===== src/rtl/jt6295_pkg.sv =====
// Shared types and constants for the JT6295 command decoder / phrase fetcher.
package jt6295_pkg;

   typedef enum logic [1:0] {
      CMD_IDLE,
      CMD_CH,
      CMD_ATT,
      CMD_STOP8
   } cmd_st_t;

   typedef enum logic [1:0] {
      F_IDLE,
      F_RD,
      F_COMMIT
   } fetch_st_t;

   // Byte offsets inside an 8-byte phrase header
   localparam logic [2:0] START_B0 = 3'd0;
   localparam logic [2:0] START_B1 = 3'd1;
   localparam logic [2:0] START_B2 = 3'd2;
   localparam logic [2:0] STOP_B0  = 3'd3;
   localparam logic [2:0] STOP_B1  = 3'd4;
   localparam logic [2:0] STOP_B2  = 3'd5;

   // Queue entry; mask is sized for the 8-channel build, the 4-channel build
   // keeps the upper nibble at zero
   typedef struct packed {
      logic [6:0] phrase;
      logic [7:0] mask;
      logic [3:0] att;
   } cmd_t;

   localparam int unsigned CMD_W = $bits(cmd_t);

   function automatic logic is_start_byte(input logic [2:0] b);
      return b inside {START_B0, START_B1, START_B2};
   endfunction

   function automatic logic is_stop_byte(input logic [2:0] b);
      return b inside {STOP_B0, STOP_B1, STOP_B2};
   endfunction

endpackage


===== src/rtl/jt6295_cmdfifo.sv =====
// Synchronous command FIFO. A push on a full FIFO is accepted when a pop
// happens on the same cycle, since the popped slot is freed at that edge.
module jt6295_cmdfifo #(
   parameter int unsigned W     = 8,
   parameter int unsigned DEPTH = 4
)(
   input  logic         clk,
   input  logic         rstn,
   input  logic         push,
   input  logic         pop,
   input  logic [W-1:0] din,
   output logic [W-1:0] dout,
   output logic         full,
   output logic         empty
);

   localparam int unsigned PW = $clog2(DEPTH);

   logic [W-1:0]  mem [DEPTH];
   logic [PW-1:0] wr_ptr, rd_ptr;
   logic [PW:0]   cnt;
   logic          do_push, do_pop;

   assign empty   = (cnt == '0);
   assign full    = (cnt == (PW+1)'(DEPTH));
   assign do_pop  = pop & ~empty;
   assign do_push = push & (~full | do_pop);
   assign dout    = mem[rd_ptr];

   // Pointer and occupancy bookkeeping
   always_ff @(posedge clk) begin
      if (!rstn) begin
         wr_ptr <= '0;
         rd_ptr <= '0;
         cnt    <= '0;
      end else begin
         if (do_push) wr_ptr <= wr_ptr + 1'b1;
         if (do_pop)  rd_ptr <= rd_ptr + 1'b1;
         if (do_push && !do_pop)      cnt <= cnt + 1'b1;
         else if (do_pop && !do_push) cnt <= cnt - 1'b1;
      end
   end

   // Storage array, no reset needed
   always_ff @(posedge clk) begin
      if (do_push) mem[wr_ptr] <= din;
   end

endmodule


===== src/rtl/jt6295_ctrlq.sv =====
// JT6295 command decoder and phrase-header fetcher.
// Build option: JT6295_CTRLQ_QUEUE_EN selects a QD-deep command queue;
// without it a single holding register is used (newest start wins, ovf=0).
module jt6295_ctrlq
   import jt6295_pkg::*;
#(
   parameter int unsigned CH     = 4,
   parameter int unsigned AW     = 18,
   parameter int unsigned QD     = 4,
   parameter int unsigned RETRIG = 0
)(
   input  logic          clk,
   input  logic          rstn,
   input  logic          cen4,
   input  logic          wrn,
   input  logic [7:0]    din,
   output logic [9:0]    rom_addr,
   input  logic [7:0]    rom_data,
   input  logic          rom_ok,
   output logic [AW-1:0] start_addr,
   output logic [AW-1:0] stop_addr,
   output logic [3:0]    att,
   output logic [CH-1:0] start,
   output logic [CH-1:0] stop,
   input  logic [CH-1:0] busy,
   input  logic [CH-1:0] ack,
   output logic          ovf
);

   logic       wr_l, dec_v;
   logic [7:0] din_l;

   // Register the CPU strobe; a byte is decoded the cycle after its rising edge
   always_ff @(posedge clk) begin
      if (!rstn) begin
         wr_l  <= 1'b1;
         dec_v <= 1'b0;
         din_l <= '0;
      end else begin
         wr_l  <= wrn;
         dec_v <= wrn & ~wr_l;
         din_l <= din;
      end
   end

   cmd_st_t    cmd_st, cmd_nx;
   logic [6:0] phrase_q, phrase_nx;
   logic [7:0] mask_q, mask_nx, push_mask, stop_set;
   logic [3:0] push_att;
   logic       push;
   cmd_t       push_data;

   // Command decoder state
   always_ff @(posedge clk) begin
      if (!rstn) begin
         cmd_st   <= CMD_IDLE;
         phrase_q <= '0;
         mask_q   <= '0;
      end else begin
         cmd_st   <= cmd_nx;
         phrase_q <= phrase_nx;
         mask_q   <= mask_nx;
      end
   end

   // Command decoder next state, push request and stop bits to raise
   always_comb begin
      cmd_nx    = cmd_st;
      phrase_nx = phrase_q;
      mask_nx   = mask_q;
      push      = 1'b0;
      push_mask = mask_q;
      push_att  = din_l[3:0];
      stop_set  = '0;
      if (dec_v) begin
         unique case (cmd_st)
            CMD_IDLE: begin
               if (din_l[7]) begin
                  phrase_nx = din_l[6:0];
                  cmd_nx    = CMD_CH;
               end else if (CH == 8) begin
                  cmd_nx = CMD_STOP8;
               end else begin
                  stop_set = {4'b0, din_l[6:3]};
               end
            end
            CMD_CH: begin
               if (CH == 8) begin
                  mask_nx = din_l;
                  cmd_nx  = CMD_ATT;
               end else begin
                  push_mask = {4'b0, din_l[7:4]};
                  push      = 1'b1;
                  cmd_nx    = CMD_IDLE;
               end
            end
            CMD_ATT: begin
               push   = 1'b1;
               cmd_nx = CMD_IDLE;
            end
            CMD_STOP8: begin
               stop_set = din_l;
               cmd_nx   = CMD_IDLE;
            end
            default: cmd_nx = CMD_IDLE;
         endcase
      end
      push_data = {phrase_q, push_mask, push_att};
   end

   logic q_empty, pop;
   cmd_t q_head;

`ifdef JT6295_CTRLQ_QUEUE_EN
   logic q_full;

   jt6295_cmdfifo #(
      .W     (CMD_W),
      .DEPTH (QD)
   ) u_fifo (
      .clk   (clk),
      .rstn  (rstn),
      .push  (push),
      .pop   (pop),
      .din   (push_data),
      .dout  (q_head),
      .full  (q_full),
      .empty (q_empty)
   );

   // Sticky overflow: a start lost to a full queue with no pop to make room
   always_ff @(posedge clk) begin
      if (!rstn)                        ovf <= 1'b0;
      else if (push && q_full && !pop)  ovf <= 1'b1;
   end
`else
   localparam int unsigned unused_qd = QD;
   logic hold_v;

   // Single holding register: a newer start replaces a pending one
   always_ff @(posedge clk) begin
      if (!rstn) begin
         hold_v <= 1'b0;
         q_head <= '0;
      end else if (push) begin
         hold_v <= 1'b1;
         q_head <= push_data;
      end else if (pop) begin
         hold_v <= 1'b0;
      end
   end

   assign q_empty = ~hold_v;
   assign ovf     = 1'b0;
`endif

   fetch_st_t   f_st, f_nx;
   logic [2:0]  byte_q;
   logic        wait_q;
   logic [23:0] sa_q, ea_q;
   logic [7:0]  f_mask;
   logic [3:0]  f_att;

   // Fetch FSM state register
   always_ff @(posedge clk) begin
      if (!rstn) f_st <= F_IDLE;
      else       f_st <= f_nx;
   end

   // Fetch FSM next state and queue pop
   always_comb begin
      f_nx = f_st;
      pop  = 1'b0;
      unique case (f_st)
         F_IDLE: begin
            if (!q_empty) begin
               pop  = 1'b1;
               f_nx = F_RD;
            end
         end
         F_RD:     if (!wait_q && rom_ok && byte_q == STOP_B2) f_nx = F_COMMIT;
         F_COMMIT: f_nx = F_IDLE;
         default:  f_nx = F_IDLE;
      endcase
   end

   // Header read: rom_ok is ignored on the cycle rom_addr changes (wait_q)
   always_ff @(posedge clk) begin
      if (!rstn) begin
         rom_addr   <= '0;
         byte_q     <= START_B0;
         wait_q     <= 1'b0;
         sa_q       <= '0;
         ea_q       <= '0;
         f_mask     <= '0;
         f_att      <= '0;
         start_addr <= '0;
         stop_addr  <= '0;
         att        <= '0;
      end else begin
         unique case (f_st)
            F_IDLE: begin
               if (pop) begin
                  rom_addr <= {q_head.phrase, START_B0};
                  byte_q   <= START_B0;
                  wait_q   <= 1'b1;
                  f_mask   <= q_head.mask;
                  f_att    <= q_head.att;
               end
            end
            F_RD: begin
               if (wait_q) begin
                  wait_q <= 1'b0;
               end else if (rom_ok) begin
                  if (is_start_byte(byte_q)) sa_q <= {sa_q[15:0], rom_data};
                  if (is_stop_byte(byte_q))  ea_q <= {ea_q[15:0], rom_data};
                  if (byte_q != STOP_B2) begin
                     byte_q        <= byte_q + 3'd1;
                     rom_addr[2:0] <= byte_q + 3'd1;
                     wait_q        <= 1'b1;
                  end
               end
            end
            F_COMMIT: begin
               start_addr <= sa_q[AW-1:0];
               stop_addr  <= ea_q[AW-1:0];
               att        <= f_att;
            end
            default: ;
         endcase
      end
   end

   logic [CH-1:0] grant, start_nx, stop_nx;

   // Start/stop request bookkeeping; commit is applied after ack so it wins
   always_comb begin
      grant    = (RETRIG != 0) ? '1 : ~busy;
      start_nx = start & ~ack;
      if (f_st == F_COMMIT) start_nx = start_nx | (f_mask[CH-1:0] & grant);
      stop_nx = stop;
      if (cen4) stop_nx = stop_nx & busy;
      stop_nx = stop_nx | stop_set[CH-1:0];
      if (push) stop_nx = stop_nx & ~push_mask[CH-1:0];
   end

   // Start/stop request registers
   always_ff @(posedge clk) begin
      if (!rstn) begin
         start <= '0;
         stop  <= '0;
      end else begin
         start <= start_nx;
         stop  <= stop_nx;
      end
   end

   logic unused_bits;
   assign unused_bits = ^{sa_q, ea_q, f_mask, stop_set, push_mask};

endmodule


===== config.mk =====
export PLATFORM = sky130hd
export DESIGN_NAME = jt6295_ctrlq
export DESIGN_NICKNAME = d
export VERILOG_FILES = /design/src/rtl/jt6295_pkg.sv /design/src/rtl/jt6295_cmdfifo.sv /design/src/rtl/jt6295_ctrlq.sv
export SDC_FILE = /design/constraint.sdc
export NUM_CORES = 1
export LEC_CHECK = 0
export BUFFER_PORTS_ARGS = -buffer_cell sky130_fd_sc_hd__buf_4
export CORE_MARGIN = 10
export CORE_UTILIZATION = 50
export DETAILED_ROUTE_END_ITERATION = 10
export PLACE_DENSITY = 0.84
export SLEW_MARGIN = 20
export SYNTH_ARGS = -nofsm -noshare
export SYNTH_HDL_FRONTEND = slang
export SYNTH_HIERARCHICAL = 1
export SYNTH_SLANG_ARGS = --single-unit

===== constraint.sdc =====
create_clock -name clk -period 1.4 [get_ports clk]
set_input_delay 0.14 -clock clk [delete_from_list [all_inputs] [get_ports clk]]
set_output_delay 0.14 -clock clk [all_outputs]
set_load 0.05 [all_outputs]

# Word level (Yosys, flattened, before mapping)
# Index checks and enable logic that the tools add are counted.
# totals
register_bits,143
input_bits,29
out_inout_bits,59
word_cells,105
# op_classes
add_sub_neg,1
eq_ne,18
n_mux,31
bitwise,12
n_reduce_logical,20
# op_table
operator,n
4-bit two-way mux,7
4-bit AND,4
3-bit two-way mux,5
"2-bit != test, second input constant",7
4-bit NOT,3
3-bit case mux with 2 select lines,2
1-bit two-way mux,10
4-bit bitwise OR,2
2-bit case mux with 2 select lines,2
4-bit case mux with 2 select lines,1
2-bit AND reduction,4
4-bit AND reduction,2
"2-bit == test, second input constant",3
"3-bit by 2-bit == test with 1-bit output, second input constant",2
"3-bit == test, second input constant",2
2-bit two-way mux,3
3-bit nonzero test,2
5-bit AND reduction,1
"2-bit by 1-bit == test with 1-bit output, second input constant",2
2-bit zero test,2
2-bit nonzero test,2
"3-bit by 1-bit adder with 3-bit output, second input constant",1
"3-bit by 1-bit == test with 1-bit output, second input constant",1
3-bit zero test,1
other kinds (9),11

# Longest topological paths before layout
# logic_depth
ltp_word,6
mapped_depth,7
ltp_nobuf,6

# Worst setup path before layout
# Ideal clock, no wire load.
# synth_path
kind,flip-flop to flip-flop
from,register byte_q[1]
to,register sa_q[10]
setup_time_ps,128
arrival_time_ps,1760
t_required_ps,1272
path_slack_ps,-488
stages_incl_launch_ff,8
path_buffers,1
period_less_slack_ps,1888
path_cell_list,dfxtp_1 inv_1 ha_1 nor3_1 nor3_4 buf_2 nand3_1 o21ai_0
# synth_between
elab_chain_cells,3
word_cells_on_any_way,5
cone_classes,eq/ne (2); reduce/logical (3)
# synth_rtl
element,line,source
from (decl),jt6295_ctrlq.sv:158,logic [2:0] byte_q;
from (signal assigned),jt6295_ctrlq.sv:218,byte_q <= byte_q + 3'd1;
3-bit by 1-bit == test with 1-bit output (tied with other cells),jt6295_pkg.sv:36,"return b inside {START_B0, START_B1, START_B2};"
3-bit nonzero test (*),jt6295_pkg.sv:36,
4-bit AND reduction (no line) (*),n/a,
to (signal assigned),jt6295_ctrlq.sv:215,"if (is_start_byte(byte_q)) sa_q <= {sa_q[15:0], rom_data};"
to (decl),jt6295_ctrlq.sv:160,"logic [23:0] sa_q, ea_q;"
# Mark *: on every way between the ends. The rest lies on a longest branch, timed or not.
# A chain may end at the register's enable or synchronous reset.

# Worst setup path after layout
# layout_path
from,register byte_q[1]
to,register ea_q[12]
# layout_between
elab_chain_cells,3
word_cells_on_any_way,5
cone_classes,eq/ne (3); reduce/logical (2)
# layout_rtl
element,line,source
3-bit by 2-bit == test with 1-bit output / 3-bit == test (equally long branches),jt6295_pkg.sv:40,"return b inside {STOP_B0, STOP_B1, STOP_B2};"
3-bit nonzero test (*),jt6295_pkg.sv:40,
4-bit AND reduction (no line) (*),n/a,
to (signal assigned),jt6295_ctrlq.sv:216,"if (is_stop_byte(byte_q)) ea_q <= {ea_q[15:0], rom_data};"
to (decl),jt6295_ctrlq.sv:160,
# Marks and branches as above.

==> impl_metrics.json <==
{
  "synth_cells": 600,
  "hold_ws_ps": 19.6,
  "port_buffers": 86,
  "clkLatencyLatePin_ps": 530,
  "finalHoldViolCount": 0,
  "slew_violations": 0,
  "grt_max_degree": 145,
  "grt_pass1_wl_mm": 22.6,
  "clock-sinks": 139,
  "vias_per_cell": 5.40,
  "grt.total_usage_pct": 18.8,
  "tritoncts": "done",
  "cp.required_ps": 1850,
  "ys_warn_count": 6,
  "via_count": 4749,
  "drtAntennaViolNets": 0,
  "timing.final.crit_share_pct": 115,
  "slew-limit-headroom_pct": 63.2,
  "synth.avg_cell_area_um2": 8.57,
  "antenna_found_initial": 0,
  "fmax_mhz": 620,
  "start_util_pct": 51.9,
  "critical_path_class": "flip-flop to flip-flop",
  "worst_slack_ps": -213,
  "yosysSeqAreaShare_pct": 54.1,
  "synth_cell_types": 36,
  "place_area_um2": 6080,
  "min_period_ps": 1610,
  "status": "complete, but fails checks",
  "max-cap-violations": 0,
  "first_iter_violations": 451,
  "critPathLaunchType": "flip-flop",
  "first_pass_iters": 5,
  "core_area_um2": 9910,
  "drive_above_1_share_pct": 27.9,
  "power_density_nw_per_um2": 1220,
  "wl_mm": 15.0,
  "rows": 36,
  "htree_levels": 4,
  "synthToLayoutAreaGrowth_pct": 44.9,
  "root_buffer": "clkbuf_8",
  "swShare_pct": 20.0,
  "design.die.area_um2": 14700,
  "rr_worst_depth": 9,
  "p_comb_share_pct": 3.1,
  "power.leakage_nw": 2.85,
  "die_y_um": 121,
  "synthesis.nets": 633,
  "crit_buf_inv": 4,
  "violations": "negative setup slack",
  "cpMostUsedCell": "buf_6",
  "setup_viol": 34,
  "ios": 88,
  "netlist_area_um2": 5140,
  "cp-end-kind": "flip-flop",
  "wl_met2_mm": 7.56,
  "maxUsedRoutingLayer": "met4",
  "place.gp.congestion": 0.862,
  "cts.path.max_buffers": 2,
  "wl_per_cell_um": 17.1,
  "clkPwrFrac_pct": 53.1,
  "cp_top_family": "buffers and inverters",
  "grt_pass1_vias": 4599,
  "place_ws_ps": -461,
  "switchingPower_mw": 1.82,
  "worstPathCellList": "inv_4 -> ha_4 -> buf_6 -> nor2_4 -> a211oi_4 -> buf_6 -> buf_6 -> nand3_1 -> o21ai_1",
  "fin_area_um2": 7450,
  "whs_path_depth": 4,
  "synth-seq-cells": 139,
  "met1_length_mm": 5.87,
  "fin_worst_skew_ps": 7.43,
  "tightest_slew_ps": 552,
  "rsz0062_at_grt": "true",
  "drc": 0,
  "synthFlopType": "dfxtp_1",
  "dr_wl_met3_mm": 1.08,
  "p_int_mw": 7.29,
  "die_w_um": 121,
  "slowest_stage": "dfxtp_4",
  "ir_drop_mv": 0.771,
  "async_flop_share_pct": 0,
  "hp-class": "input pin to flip-flop",
  "path_depth": 9,
  "clk_pin_slew_ps": 60,
  "p_seq_share_pct": 43.7,
  "synth_edf_count": 0,
  "overflow": 0,
  "place_hpwl_mm": 8.14,
  "critPathMaxStageDelay_ps": 360,
  "n_antenna_cell": 0,
  "cts_buffers": 17,
  "num-nets-final": 766,
  "worstPathArrival_ps": 2060,
  "crit_fanout": 4,
  "total_power_mw": 9.11
}
-- metal layers --
metal | vias up | track usage [%]
li1 | 2264 | -
met1 | 2241 | 21.1
met2 | 193 | 31.3
met3 | 51 | 6.00
met4 | 0 | 9.84
met5 | - | 0
-- worst paths after layout --
kind                                start       end  slack, ps
worst max-delay path            byte_q[1]  ea_q[12]       -210
worst min-delay path                 cen4   stop[1]         20
worst max register to register  byte_q[1]  ea_q[12]       -210
worst min register to register       wr_l     dec_v        390
-- tightest hold or removal path: cells and delay by family --
kind,cells,cell delay [ps]
buffers and inverters,2,150
AO/OA/AOI/OAI,2,210
-- kinds of logic (layout without fill, tap and decap cells) --
logic type,count (synthesis),count (layout),synth area share (%)
AOI/OAI and AO/OA,132,132,15.8
and+or+nand+nor,270,271,23.6
muxes,7,7,1.36
other,1,1,0.0729
DFF,139,139,54.1
adders and majority gates,4,4,0.973
buffers and inverters,47,192,4.09
-- Yosys cell counts, types with 2 or more instances --
master    count  area, um2
a21boi_0     49        368
a21oi_1      35        175
and2_1        9       56.3
buf_2        11       55.1
buf_6         2       22.5
clkbuf_1     26       97.6
dfxtp_1     139       2780
ha_1          4       50.1
inv_1         5       18.8
mux2i_1       7       70.1
nand2_1     188        706
nand2b_1      7       43.8
nand3_1      39        195
nand3b_1      6       45.0
nor2_1        4       15.0
nor2b_1       6       37.5
nor3_1        2       10.0
nor3b_1       2       15.0
o21a_1        2       15.0
o21ai_0      39        195
o21ai_1       3       15.0
-- cell usage in the layout (no fill, tap or decap), types with 3 or more instances in the layout --
cell             n
nand2b_1         6
a21oi_1         34
nand3_2         15
clkinv_2         3
nor2b_1          6
nand2_1        187
nor3_4           3
dlygate4sd3_1   25
buf_12           7
clkinv_4         3
mux2i_1          7
ha_4             3
nand3b_1         6
clkbuf_16       19
a21boi_0        48
and2_1           9
nand3_1         24
buf_6            9
dfxtp_4          3
inv_1            3
o21ai_2         10
o21ai_0         15
o21ai_1         17
buf_4          106
clkbuf_8         3
bufinv_16        5
dfxtp_1        135
-- sequential cells by signal (all words and copies together), names as in the netlist, 4 cells and up --
| name | cells |
|---|---|
| ea_q | 18 |
| sa_q | 18 |
| start_addr | 18 |
| stop_addr | 18 |
| q_head | 15 |
| din_l | 8 |
| phrase_q | 7 |
| rom_addr | 7 |
| att | 4 |
| f_att | 4 |
| f_mask | 4 |
| start | 4 |
| stop | 4 |
-- cell type report --
type | instances | area (um2)
multi-input cells | 415 | 2380
well taps | 133 | 166
clock buffers | 21 | 449
flip-flops and latches | 139 | 2800
clock inverters | 11 | 191
inverters | 5 | 23.8
repair buffers | 155 | 1450
fillers | 642 | 2450
-- through the flow --
stage / utilization (%) / instances / setup TNS (ps)
final: 75.2 / 879 / -3490
after global routing: 75.2 / 879 / -5390
after CTS: 72.3 / 869 / -1460
after detailed placement: 61.4 / 802 / -7610
after global placement: 61.4 / 802 / -5620
after floorplan: - / 600 / -1150
-- timing repair --
action,in CTS,in global routing
cloned,3,5
gates resized for setup,19,44
buffers inserted,7,6
hold buffers,25,0
setup endpoints to repair,38,60
endpoints found under the hold margin,33,0
pin swaps,4,9
-- power groups by stage --
| stage | registers [mW] | logic [mW] | clock network, mW |
|---|---|---|---|
| floorplan | 4.07 | 0.112 | 0 |
| global placement | 4.07 | 0.212 | 0 |
| detailed placement | 4.07 | 0.214 | 0 |
| CTS | 3.98 | 0.274 | 4.85 |
| global route | 3.98 | 0.304 | 5.05 |
| finish | 3.98 | 0.285 | 4.84 |
Note: power is estimated with default switching activity, not from simulation.
